$ cat src/rtl/p_encoder_pkg.sv
// Shared constants and helpers for the p_encoder priority encoder family.
package p_encoder_pkg;

    localparam int IN_W_DEFAULT = 8;

    // Reset values of the registered outputs.
    localparam int   OUT_RST_VAL = 0;
    localparam logic V_OUT_RST   = 1'b0;

    // Ceiling log2, usable in constant expressions for width derivation.
    function automatic int clog2_f(input int value);
        int result;
        int v;
        result = 0;
        v      = value - 1;
        while (v > 0) begin
            result = result + 1;
            v      = v >> 1;
        end
        return result;
    endfunction

endpackage

$ cat src/rtl/p_encoder_comb.sv
// Combinational priority scan: index of the highest set request bit, plus
// an "any request" flag gated by the enable.
module p_encoder_comb
    import p_encoder_pkg::*;
#(
    parameter int IN_W  = IN_W_DEFAULT,
    parameter int OUT_W = clog2_f(IN_W)
) (
    input  logic             en,
    input  logic [IN_W-1:0]  in,
    output logic [OUT_W-1:0] idx,
    output logic             any
);

    always_comb begin
        // NOTE: every output gets a default first so no path can infer a latch.
        idx = '0;
        // Ascending scan: a later (higher) set bit overwrites, so the top one wins.
        for (int i = 0; i < IN_W; i++) begin
            if (in[i]) begin
                idx = OUT_W'(i);
            end
        end
        any = en & (|in);
    end

endmodule

$ cat src/rtl/p_encoder_8_3.sv
// 8-to-3 priority encoder with enable, registered index and valid flag.
// Define P_ENCODER_CASCADE_EN to add the eo/gs cascade outputs.
module p_encoder_8_3
    import p_encoder_pkg::*;
#(
    parameter int IN_W = IN_W_DEFAULT,
    localparam int OUT_W = clog2_f(IN_W)
) (
    input  logic             clk,
    input  logic             rst,
    input  logic             en,
    input  logic [IN_W-1:0]  in,
    output logic             v_out,
    output logic [OUT_W-1:0] out
`ifdef P_ENCODER_CASCADE_EN
    ,
    output logic             eo,
    output logic             gs
`endif
);

    if (IN_W < 2 || (IN_W & (IN_W - 1)) != 0) begin : g_bad_in_w
        $error("p_encoder_8_3: IN_W must be a power of two and at least 2");
    end

    logic [OUT_W-1:0] idx;
    logic             any;

    logic [OUT_W-1:0] out_d, out_q;
    logic             v_out_d, v_out_q;

    p_encoder_comb #(
        .IN_W  (IN_W),
        .OUT_W (OUT_W)
    ) u_comb (
        .en  (en),
        .in  (in),
        .idx (idx),
        .any (any)
    );

    always_comb begin
        v_out_d = any;
        out_d   = any ? idx : OUT_W'(OUT_RST_VAL);
    end

    // NOTE: posedge rst in the sensitivity list makes the clear immediate; state uses <= only.
    always_ff @(posedge clk or posedge rst) begin
        if (rst) begin
            out_q   <= OUT_W'(OUT_RST_VAL);
            v_out_q <= V_OUT_RST;
        end else begin
            out_q   <= out_d;
            v_out_q <= v_out_d;
        end
    end

    assign out   = out_q;
    assign v_out = v_out_q;

`ifdef P_ENCODER_CASCADE_EN
    logic eo_d, eo_q;
    logic gs_d, gs_q;

    always_comb begin
        eo_d = en & ~(|in);
        gs_d = any;
    end

    always_ff @(posedge clk or posedge rst) begin
        if (rst) begin
            eo_q <= 1'b0;
            gs_q <= 1'b0;
        end else begin
            eo_q <= eo_d;
            gs_q <= gs_d;
        end
    end

    assign eo = eo_q;
    assign gs = gs_q;
`endif

`ifndef SYNTHESIS
    a_in_known : assert property (@(posedge clk) disable iff (rst) en |-> !$isunknown(in))
        else $error("p_encoder_8_3: X/Z on in while en=1");
`endif

endmodule

$ cat config.mk
export PLATFORM = sky130hd
export DESIGN_NAME = p_encoder_8_3
export DESIGN_NICKNAME = d
export VERILOG_FILES = /design/src/rtl/p_encoder_pkg.sv /design/src/rtl/p_encoder_comb.sv /design/src/rtl/p_encoder_8_3.sv
export SDC_FILE = /design/constraint.sdc
export NUM_CORES = 1
export LEC_CHECK = 0
export CAP_MARGIN = 20
export CORE_AREA = 5 5 42 44
export DETAILED_ROUTE_END_ITERATION = 8
export DIE_AREA = 0 0 47 49
export GPL_TIMING_DRIVEN = 0
export PLACE_DENSITY_LB_ADDON = 0.1
export SLEW_MARGIN = 20
export SYNTH_ARGS = -nofsm -noshare
export SYNTH_HDL_FRONTEND = slang
export SYNTH_SLANG_ARGS = --single-unit
$ cat constraint.sdc
create_clock -name clk -period 0.82 [get_ports clk]
set_input_delay 0.205 -clock clk [delete_from_list [all_inputs] [get_ports clk]]
set_output_delay 0.205 -clock clk [all_outputs]
set_load 0.02 [all_outputs]
==> flow_summary.toml <==
[place]
place_hpwl_um = 421.5
portBuffers = 14
dpl_cell_area_um2 = 351.6
finalWeightedCongestion = 0.6786
dpl_worst_slack_ns = -0.6239

[logic_synthesis]
syn-num-nets = 30
synth_common_cells = "dfrtp_1 (4), nor2_1 (4), inv_1 (3)"
yosysSeqAreaShare_pct = 54.79
yosys-top-cells-area = "dfrtp_1 (55%), nor2_1 (8.2%), nor4_2 (6.8%), inv_1 (6.2%), o31a_1 (4.8%)"
synthFlopType = "dfrtp_1"
synth.area.mux_share_pct = 0
synth-edff-count = 0
ys_warn_count = 0
async_flop_share_pct = 100.0
synth_xor_area_share_pct = 0
synthSimpleGateAreaFrac_pct = 21.23
synth.cell_area_um2 = 182.7
ys_types = 11
synth_compound_area_share_pct = 17.81
synth_top_family_by_area = "simple AND/OR/NAND/NOR gates"
syn_inst = 19
avgSynthCellArea_um2 = 9.614
yosysTopAreaCellShare_pct = 54.79
synthAdderAreaFrac_pct = 0
synth_seq_cells = 4
yosysTopAreaCell = "dfrtp_1"

[status]
status = "finished, violations left"
violations = "negative setup slack"

[floorplan]
rows = 14
core_um2 = 1401
die_w_um = 47
start_util_pct = 13.04
fp.dieArea_um2 = 2303
io_pins = 15
die_h_um = 49

[timing]
fin_crit_ns = 0.9312
worst_pin_slew_ns = 0.2188
slew_headroom_pct = 85.30
setup_viol = 4
rsz0062_at_grt = "true"
hold_viol_final = 0
hold_ws_ns = 0.1580
finalCritPeriodShare_pct = 113.6
max_freq_mhz = 1074
slew_viol_final = 0
setup_ws_ns = -0.1112

[grt]
gr-total-overflow = 0
antenna_found_initial = 0
grt-busiest-layer = "met4"
grt_pass1_wl_um = 834
met3_usage_pct = 2.214
grt_usage_pct = 5.583
grtUsageMet2_pct = 7.240
grt_pass1_vias = 247
grt_max_degree = 5
met1_usage_pct = 5.111

[routing]
wl_per_cell_um = 9.222
drc = 0
drt_iter0_markers = 3
viasPerCell = 3.741
vias = 202
ant_nets = 0
dr.pass1.iters = 2
drt_wl_total_um = 498

[power_and_ir_drop]
powerDensity_nw_per_um2 = 1490
leakage_nw = 0.1866
finalPower_w = 0.0005816
peakVddDrop_mv = 0.3459

[worst_setup_path]
cpMaxStageDelayCell = "dfrtp_1"
cp.buffers_inverters = 1
cp_data_arrival_time_ns = 0.73
crit_path_end_kind = "output pin"
critPathLaunchType = "register"
cp_num_cells = 1
endpoint = "out[1]"
crit_family = "flip-flops"
path_max_fanout = 1
path_class = "reg2out"
crit_path_start = "out[1]"
crit_path_max_incr_delay_ns = 0.37
cp_cell_sequence = "buf_6"
cp.required_ns = 0.61

[cts]
cts_buffer_depth = 2
cts-root-buf = "clkbuf_4"
h-tree-depth = 1
cts_inserted_buffers = 3
clkSinkCount = 4
clkTransAtPathRegs_ns = 0.03
cts_tree = "built"
cts_hold_buffers = 0

[final_layout]
antenna_cells = 0
postLayoutCellArea_um2 = 390.4
nets = 51
area_growth_pct = 113.7
drive_gt1_share_pct = 42.11

[flow_run]
cap_violations = 0

[worst_hold_path]
worstHoldPathType = "in2async"
-- per-stage QoR --
| step | utilization [%] | std cells | TNS [ns] |
|---|---|---|---|
| 6_report | 27.86 | 54 | -0.4188 |
| 5_1_grt | 27.86 | 54 | -0.5338 |
| 4_1_cts | 27.05 | 54 | -0.4808 |
| 3_5_place_dp | 25.09 | 49 | -3.046 |
| 3_3_place_gp | 25.09 | 49 | -2.899 |
| 2_1_floorplan | - | 19 | -0.008433 |
-- cell families after synthesis --
kind of cell           Yosys count
AOI/OAI and AO/OA                5
buffers and inverters            3
DFF                              4
and+or+nand+nor                  7
-- flip-flops by register name, summed over array words and instances (netlist names) --
register	cells
out	3
v_out	1
-- final cells by class --
cell class	count	area, µm²
sequential	4	100.1
inverter	3	11.26
tap	16	20.02
multi-input combinational	12	86.33
clock buffer	3	22.52
timing repair buffer	16	150.1
fill	162	1011
-- report_power, final --
group / total, W / leakage (nW) / switching [W] / internal [W]
combinational: 0.000133 / 0.125 / 0.0000583 / 0.0000743
sequential: 0.000217 / 0.0481 / 0.00000550 / 0.000211
clock: 0.000232 / 0.0138 / 0.0000696 / 0.000163
-- per-layer routing --
metal	vias up	routed length [µm]
li1	103	-
met1	83	196
met2	14	209
met3	2	83
met4	0	10
met5	-	0
-- worst min path at each step --
| stage | start | end | slack [ns] | cells past startpoint |
|---|---|---|---|---|
| floorplan | rst | out[0] | -0.03 | 1 |
| global route | rst | v_out | 0.19 | 2 |
| finish | rst | out[1] | 0.16 | 2 |
| global placement | rst | out[2] | 0.40 | 2 |
| detailed placement | rst | out[2] | 0.39 | 2 |
| CTS | rst | v_out | 0.15 | 2 |
-- timing repair --
item                                    in CTS  in global routing
resized for setup                           46                  6
cloned                                       0                  0
setup buffers                                2                  0
pin swaps                                    4                  2
endpoints found under the setup margin       8                  6
-- layout by cell type (no fill, tap or decap), drive strengths merged --
| cell type | count |
|---|---|
| a21oi | 1 |
| nor2b | 1 |
| o31a | 1 |
| a21boi | 1 |
| buf | 9 |
| inv | 3 |
| dlygate4sd2 | 5 |
| clkbuf | 4 |
| nor4 | 1 |
| o21ai | 1 |
| clkdlybuf4s50 | 1 |
| a31oi | 1 |
| dfrtp | 4 |
| nor2 | 4 |
| nor3 | 1 |
Power figures use the tool's default switching activity.
